<file path="src/rtl/l1_ahb_mtx_in_stage.sv">
// -----------------------------------------------------------------------------
// l1_ahb_mtx_in_stage
//
// Per-master input stage of the L1 AHB bus matrix. There is one instance per
// slave interface (SI), placed directly upstream of that SI's address decoder.
//
// Normally the stage is a pure pass-through. When the master issues an
// address phase but the output stage is not yet serving this SI
// (active_dec low), the address phase is captured in a holding register.
// The master is then stalled until the held transfer has been issued
// downstream.
//
// Ports
//   HCLK, HRESETn          clock, asynchronous active-low reset
//   HSELS..HAUSERS         address phase from the master
//   HREADYS                master-side HREADY (previous data phase done)
//   HREADYOUTS, HRESPS     ready / response returned to the master
//   sel_dec..auser_dec     current or held address phase to the decoder
//   ready_dec              HREADY presented to the decoder
//   active_dec             output stage is currently serving this SI
//   readyout_dec, resp_dec HREADYOUT / HRESP coming back from the decoder
//
// Handshake: an address phase is accepted when HSELS & HTRANSS[1] & HREADYS
// are all high on a rising HCLK edge. The stage completes a transfer towards
// the master only in a cycle where HREADYOUTS is high. While a transfer is
// held, HREADYOUTS stays low and all master inputs are ignored.
// -----------------------------------------------------------------------------
module l1_ahb_mtx_in_stage #(
  parameter int AW = 32,
  parameter int UW = 32
) (
  input  logic          HCLK,
  input  logic          HRESETn,
  input  logic          HSELS,
  input  logic [AW-1:0] HADDRS,
  input  logic [1:0]    HTRANSS,
  input  logic          HWRITES,
  input  logic [2:0]    HSIZES,
  input  logic [2:0]    HBURSTS,
  input  logic [3:0]    HPROTS,
  input  logic [UW-1:0] HAUSERS,
  input  logic          HREADYS,
  output logic          HREADYOUTS,
  output logic [1:0]    HRESPS,
  output logic          sel_dec,
  output logic [AW-1:0] addr_dec,
  output logic [1:0]    trans_dec,
  output logic          write_dec,
  output logic [2:0]    size_dec,
  output logic [2:0]    burst_dec,
  output logic [3:0]    prot_dec,
  output logic [UW-1:0] auser_dec,
  output logic          ready_dec,
  input  logic          active_dec,
  input  logic          readyout_dec,
  input  logic [1:0]    resp_dec
);

  localparam logic [1:0] TRANS_NONSEQ = 2'b10;
  localparam logic [2:0] BURST_SINGLE = 3'b000;
  localparam logic [2:0] BURST_INCR   = 3'b001;
  localparam logic [1:0] RESP_OKAY    = 2'b00;

  logic          pend_tran_q,  pend_tran_d;
  logic [AW-1:0] reg_addr_q,   reg_addr_d;
  logic [1:0]    reg_trans_q,  reg_trans_d;
  logic          reg_write_q,  reg_write_d;
  logic [2:0]    reg_size_q,   reg_size_d;
  logic [2:0]    reg_burst_q,  reg_burst_d;
  logic [3:0]    reg_prot_q,   reg_prot_d;
  logic [UW-1:0] reg_auser_q,  reg_auser_d;

  logic valid_in;
  logic load;
  logic clear;

  always_comb begin
    valid_in = HSELS & HTRANSS[1] & HREADYS;
    load     = valid_in & ~active_dec & ~pend_tran_q;
    clear    = pend_tran_q & active_dec & readyout_dec;

    pend_tran_d = pend_tran_q;
    reg_addr_d  = reg_addr_q;
    reg_trans_d = reg_trans_q;
    reg_write_d = reg_write_q;
    reg_size_d  = reg_size_q;
    reg_burst_d = reg_burst_q;
    reg_prot_d  = reg_prot_q;
    reg_auser_d = reg_auser_q;

    if (clear) begin
      pend_tran_d = 1'b0;
    end else if (load) begin
      pend_tran_d = 1'b1;
      reg_addr_d  = HADDRS;
      // A held beat is reissued on its own after arbitration, so it always
      // starts a new burst: SEQ becomes NONSEQ, and any fixed-length burst
      // degrades to INCR because the original sequence may already be broken.
      reg_trans_d = TRANS_NONSEQ;
      reg_burst_d = (HBURSTS == BURST_SINGLE) ? BURST_SINGLE : BURST_INCR;
      reg_write_d = HWRITES;
      reg_size_d  = HSIZES;
      reg_prot_d  = HPROTS;
      reg_auser_d = HAUSERS;
    end
  end

  always_ff @(posedge HCLK or negedge HRESETn) begin
    if (!HRESETn) begin
      pend_tran_q <= 1'b0;
      reg_addr_q  <= '0;
      reg_trans_q <= '0;
      reg_write_q <= 1'b0;
      reg_size_q  <= '0;
      reg_burst_q <= '0;
      reg_prot_q  <= '0;
      reg_auser_q <= '0;
    end else begin
      pend_tran_q <= pend_tran_d;
      reg_addr_q  <= reg_addr_d;
      reg_trans_q <= reg_trans_d;
      reg_write_q <= reg_write_d;
      reg_size_q  <= reg_size_d;
      reg_burst_q <= reg_burst_d;
      reg_prot_q  <= reg_prot_d;
      reg_auser_q <= reg_auser_d;
    end
  end

  // Decoder side: held phase while pending, otherwise the live master phase.
  // While holding, the decoder's own HREADYOUT drives its HREADY so the held
  // phase is taken as soon as the previous downstream data phase finishes.
  always_comb begin
    if (pend_tran_q) begin
      sel_dec   = 1'b1;
      addr_dec  = reg_addr_q;
      trans_dec = reg_trans_q;
      write_dec = reg_write_q;
      size_dec  = reg_size_q;
      burst_dec = reg_burst_q;
      prot_dec  = reg_prot_q;
      auser_dec = reg_auser_q;
      ready_dec = readyout_dec;
    end else begin
      sel_dec   = HSELS;
      addr_dec  = HADDRS;
      trans_dec = HTRANSS;
      write_dec = HWRITES;
      size_dec  = HSIZES;
      burst_dec = HBURSTS;
      prot_dec  = HPROTS;
      auser_dec = HAUSERS;
      ready_dec = HREADYS;
    end
  end

  // Master side: stall with OKAY while a phase is held; the held transfer's
  // data phase is then answered straight from the decoder.
  always_comb begin
    HREADYOUTS = pend_tran_q ? 1'b0 : readyout_dec;
    HRESPS     = pend_tran_q ? RESP_OKAY : resp_dec;
  end

endmodule

</file>
<file path="config.mk">
export PLATFORM = sky130hd
export DESIGN_NAME = l1_ahb_mtx_in_stage
export DESIGN_NICKNAME = d
export VERILOG_FILES = /design/src/rtl/l1_ahb_mtx_in_stage.sv
export SDC_FILE = /design/constraint.sdc
export NUM_CORES = 1
export LEC_CHECK = 0
export CAP_MARGIN = 5
export CORE_MARGIN = 4
export CORE_UTILIZATION = 43
export DETAILED_ROUTE_END_ITERATION = 16
export PLACE_DENSITY = 0.81
export SLEW_MARGIN = 10
export SYNTH_ARGS = -nofsm -noshare
export SYNTH_HDL_FRONTEND = slang
export SYNTH_SLANG_ARGS = --single-unit
</file>
<file path="constraint.sdc">
create_clock -name HCLK -period 1.6 [get_ports HCLK]
set_input_delay 0.32 -clock HCLK [delete_from_list [all_inputs] [get_ports HCLK]]
set_output_delay 0.32 -clock HCLK [all_outputs]
set_load 0.05 [all_outputs]
</file>
# Yosys cells after proc, flatten, opt, wreduce, memory -nomap -nowiden
# Cells that the tools add are included.
# classes
mux	14
bitwise_logic	9
n_reduce_logical	3
# op_table
op	count
32-bit two-way mux	2
1-bit two-way mux	7
1-bit AND	6
3-bit two-way mux	2
2-bit two-way mux	2
4-bit two-way mux	1
3-bit zero test	1
1-bit NOT	3
2-bit AND reduction	1
2-bit nonzero test	1
# word_totals
ff_bits	77
in_bits	85
out_inout_bits	82
elab_cells	34

# Depth between registers and ports, before layout
# depth
ltp_word	6
ltp_mapped	5
depth_no_buf	3

# Worst setup path before layout
# OpenSTA, ideal clock, no wires.
# synth_path
kind	reg-to-output
startpoint	register pend_tran_q
endpoint	output HREADYOUTS
t_arrival_ns	1.448
required_time_ns	1.280
path_slack_ns	-0.168
path_stages_with_launch	4
n_path_buf	2
path_cell_list	dfrtp_1 buf_2 buf_2 nor2b_1
# synth_via
elab_chain_len	1
# synth_lines
element	line	text
from (decl)	64	logic pend_tran_q, pend_tran_d;
from (signal assigned)	119	pend_tran_q <= pend_tran_d;
1-bit two-way mux	160	HREADYOUTS = pend_tran_q ? 1'b0 : readyout_dec;
to (decl)	43	output logic HREADYOUTS,
# Every way passes these cells.

# Final worst setup path
# layout_path
startpoint	register pend_tran_q
endpoint	output addr_dec[12]
# layout_via
elab_chain_len	1
# layout_lines
element	line	text
32-bit two-way mux	134	if (pend_tran_q) begin
to (decl)	46	output logic [AW-1:0] addr_dec,
# Every way passes these cells.

==> flow_metrics.env <==
export IMPL_placement_cell_area_sq_um=5580
export IMPL_synth_enable_flop_cells=0
export IMPL_worst_setup_slack_after_layout_ps=-335
export IMPL_core_region_sq_um=9150
export IMPL_post_layout_total_power_w=0.00743
export IMPL_share_clk_of_total_power_pct=19.5
export IMPL_endpoint_required_time_on_the_critical_path_ps=1280
export IMPL_power_switching_w=0.00257
export IMPL_globalRouteOverflowTotal=0
export IMPL_min_period_over_period_pct=121
export IMPL_gpl_final_weighted_congestion=0.754
export IMPL_finalSetupViolations=157
export IMPL_first_global_vias=3125
export IMPL_drt_pass1_iter_count=4
export IMPL_maximum_number_of_pins_on_one_net_before_global_route_repair=43
export IMPL_synth_ff_latch_count=75
export IMPL_io_pins=167
export IMPL_final_layout_size_suffix_gt1_share_pct=63.4
export IMPL_min_period_ps=1930
export IMPL_path_max_fanout=14
export IMPL_tightest_slew_ps=318
export IMPL_status="complete, but fails checks"
export IMPL_timing_critical_path_from_type="register"
export IMPL_avgSynthCellArea_sq_um=15.9
export IMPL_synthesis_instances=253
export IMPL_power_leakage_nw=2.92
export IMPL_finClkSkew_ps=11.0
export IMPL_row_count=35
export IMPL_postSynth_asyncResetShare_pct=100
export IMPL_cts_tree="done"
export IMPL_die_area_sq_um=11000
export IMPL_groute_usage_overall_pct=18.9
export IMPL_crit_type="register to output pin"
export IMPL_drt_drc_violations_left=0
export IMPL_wl_per_cell_microns=20.0
export IMPL_ctsHtreeMaxLevel=3
export IMPL_power_report_internal_total_w=0.00486
export IMPL_hold_path_class="input port to asynchronous set/reset pin"
export IMPL_failed_checks="setup timing"
export IMPL_synth_main_ff_cell="sky130_fd_sc_hd__dfrtp_1"
export IMPL_synthMostInstantiatedCell="sky130_fd_sc_hd__mux2_2"
export IMPL_worst_hold_slack_ps=409
export IMPL_worst_ir_drop_vdd_mv=0.618
export IMPL_antenna_cells=0
export IMPL_place_detailed_hpwl_microns=6730
export IMPL_detail_route_wirelength_microns=11200
export IMPL_timing_max_transition_violations_final=0
export IMPL_place_worst_setup_slack_ps=-327
export IMPL_clock_sink_count=75
export IMPL_cts_root_buffer_cell="sky130_fd_sc_hd__clkbuf_8"
export IMPL_synth_seq_area_share_pct=46.7
export IMPL_num_vias=2808
export IMPL_netlist_top_cells_count="sky130_fd_sc_hd__mux2_2 (100), sky130_fd_sc_hd__dfrtp_1 (75), sky130_fd_sc_hd__mux2_4 (48)"
export IMPL_synth_top_cells_by_area="sky130_fd_sc_hd__dfrtp_1 (47%), sky130_fd_sc_hd__mux2_2 (28%), sky130_fd_sc_hd__mux2_4 (18%)"
export IMPL_finalHoldViolCount=0
export IMPL_share_of_yosys_cell_area_claimed_by_the_top_area_cell_type_pct=46.7
export IMPL_max_cap_violations=0
export IMPL_grt_antenna_before_repair=0
export IMPL_comb_power_share_pct=44.8
export IMPL_achievable_frequency_ghz=0.517
export IMPL_synth_area_sq_um=4020
export IMPL_fillerInstances=631
export IMPL_synth_fp_nets=338
export IMPL_rsz0062_at_grt="true"
export IMPL_swShare_pct=34.6
export IMPL_clkTransAtPathRegs_ps=90
export IMPL_ant_nets=0
export IMPL_grt_first_pass_wirelength_microns=16500
export IMPL_inserted_clock_buffers=9
export IMPL_synth_largest_area_cell="sky130_fd_sc_hd__dfrtp_1"
export IMPL_buffer_ports_inserted=166
export IMPL_layout_nets=531
export IMPL_final_design_area_no_fill_sq_um=6630
export IMPL_p_seq_share_pct=35.7
export IMPL_detail_route_vias_per_cell=5.00
export IMPL_worst_slew_margin_rel_pct=78.8
export IMPL_clock_insertion_delay_worst_skew_ps=340
export IMPL_worst_setup_path_end_kind="output pin"
export IMPL_die_width_microns=105
export IMPL_start_util_pct=43.9
export IMPL_drt_first_iter_violations=53
export IMPL_dieHeight_microns=105
export IMPL_post_synthesis_cell_type_count=13
export IMPL_worst_ep_arrival_time_ps=1610
export IMPL_syn_to_final_growth_pct=65.0
export IMPL_clock_path_buffers=2
export IMPL_ys_warnings_count=0
export IMPL_postLayoutCoreUtil_pct=72.5
export IMPL_cellPowerDensity_nw_per_um2=1120
[final timing paths]
kind / startpoint / cells past startpoint / slack [ps] / to
max: pend_tran_q$_DFFE_PN0P_ / 4 / -330 / addr_dec[12]
min: HRESETn / 2 / 410 / reg_auser_q[11]$_DFFE_PN0P_
max reg2reg: pend_tran_q$_DFFE_PN0P_ / 6 / -270 / reg_addr_q[28]$_DFFE_PN0P_
min reg2reg: reg_trans_q[1]$_DFFE_PN0P_ / 1 / 510 / reg_trans_q[1]$_DFFE_PN0P_
max in group asynchronous: HRESETn / 3 / 650 / reg_auser_q[14]$_DFFE_PN0P_
min in group HCLK: reg_trans_q[1]$_DFFE_PN0P_ / 1 / 510 / reg_trans_q[1]$_DFFE_PN0P_
[critical path: stages, from the launching register on]
cell and delay [ps]:
sky130_fd_sc_hd__dfrtp_4 520, sky130_fd_sc_hd__buf_8 160, sky130_fd_sc_hd__buf_16 150, sky130_fd_sc_hd__mux2_4 310, sky130_fd_sc_hd__buf_8 150
[timing repair]
action / CTS / global route
endpoints found under the setup margin: 82 / 155
gates resized for setup: 112 / 15
pin swaps: 1 / 1
endpoints found under the hold margin: 20 / 0
cloned: 5 / 9
setup buffers: 7 / 4
hold buffers: 1 / 0
[layer usage]
layer	global-route usage (%)	routed length [microns]
met1	22.4	4570
met2	32.5	5860
met3	6.05	683
met4	6.09	133
met5	0	0
[metrics by stage]
step	instances	TNS, ps
global route	562	-46600
finish	562	-39230
global placement	522	-18800
CTS	549	-31190
detailed placement	522	-20690
floorplan	253	-1010
[sequential cells by signal, indices dropped and copies added (netlist names)]
signal       flops
reg_write_q      1
reg_addr_q      32
reg_trans_q      1
reg_burst_q      1
reg_size_q       3
reg_auser_q     32
reg_prot_q       4
pend_tran_q      1
[kinds of logic (layout without fill, tap and decap cells)]
kind of cell	after synthesis	count (layout)	synth area share [%]
AO/OA/AOI/OAI	1	1	0.187
buffers and inverters	17	215	4.85
flip-flops	75	75	46.7
multiplexers	148	148	45.9
AND/OR/NAND/NOR	12	12	2.36
[cell usage in the layout (no fill, tap or decap)]
master	count
sky130_fd_sc_hd__mux2_2	91
sky130_fd_sc_hd__clkdlybuf4s50_1	83
sky130_fd_sc_hd__buf_6	76
sky130_fd_sc_hd__dfrtp_1	74
sky130_fd_sc_hd__mux2_4	57
sky130_fd_sc_hd__buf_8	12
sky130_fd_sc_hd__clkbuf_8	10
sky130_fd_sc_hd__buf_12	10
sky130_fd_sc_hd__buf_16	6
sky130_fd_sc_hd__buf_4	6
sky130_fd_sc_hd__clkbuf_16	5
sky130_fd_sc_hd__nor2b_1	3
sky130_fd_sc_hd__nor2b_4	3
sky130_fd_sc_hd__clkinv_2	3
sky130_fd_sc_hd__or2_4	1
sky130_fd_sc_hd__nand4b_4	1
sky130_fd_sc_hd__nor2_4	1
sky130_fd_sc_hd__nand2_1	1
sky130_fd_sc_hd__a21o_1	1
sky130_fd_sc_hd__or2_2	1
sky130_fd_sc_hd__or3_1	1
sky130_fd_sc_hd__bufinv_16	1
sky130_fd_sc_hd__clkbuf_1	1
sky130_fd_sc_hd__clkinvlp_4	1
sky130_fd_sc_hd__dlygate4sd3_1	1
sky130_fd_sc_hd__dfrtp_4	1
[cell type report]
cell class	count	area, sq um	share of cell area [%]
clock buffers	11	141	2.13
clock inverters	5	52.6	0.792
multi-input cells	161	2010	30.3
flip-flops and latches	75	1880	28.3
well taps	111	139	2.09
repair buffers	199	2410	36.4
[power groups by stage]
stage | clock (W) | combinational (W) | sequential [W]
2_1_floorplan | 0 | 0.00215 | 0.00257
3_3_place_gp | 0 | 0.00280 | 0.00264
3_5_place_dp | 0 | 0.00284 | 0.00266
4_1_cts | 0.00149 | 0.00328 | 0.00264
5_1_grt | 0.00156 | 0.00347 | 0.00271
6_report | 0.00145 | 0.00333 | 0.00265
Power figures use the tool's default switching activity.
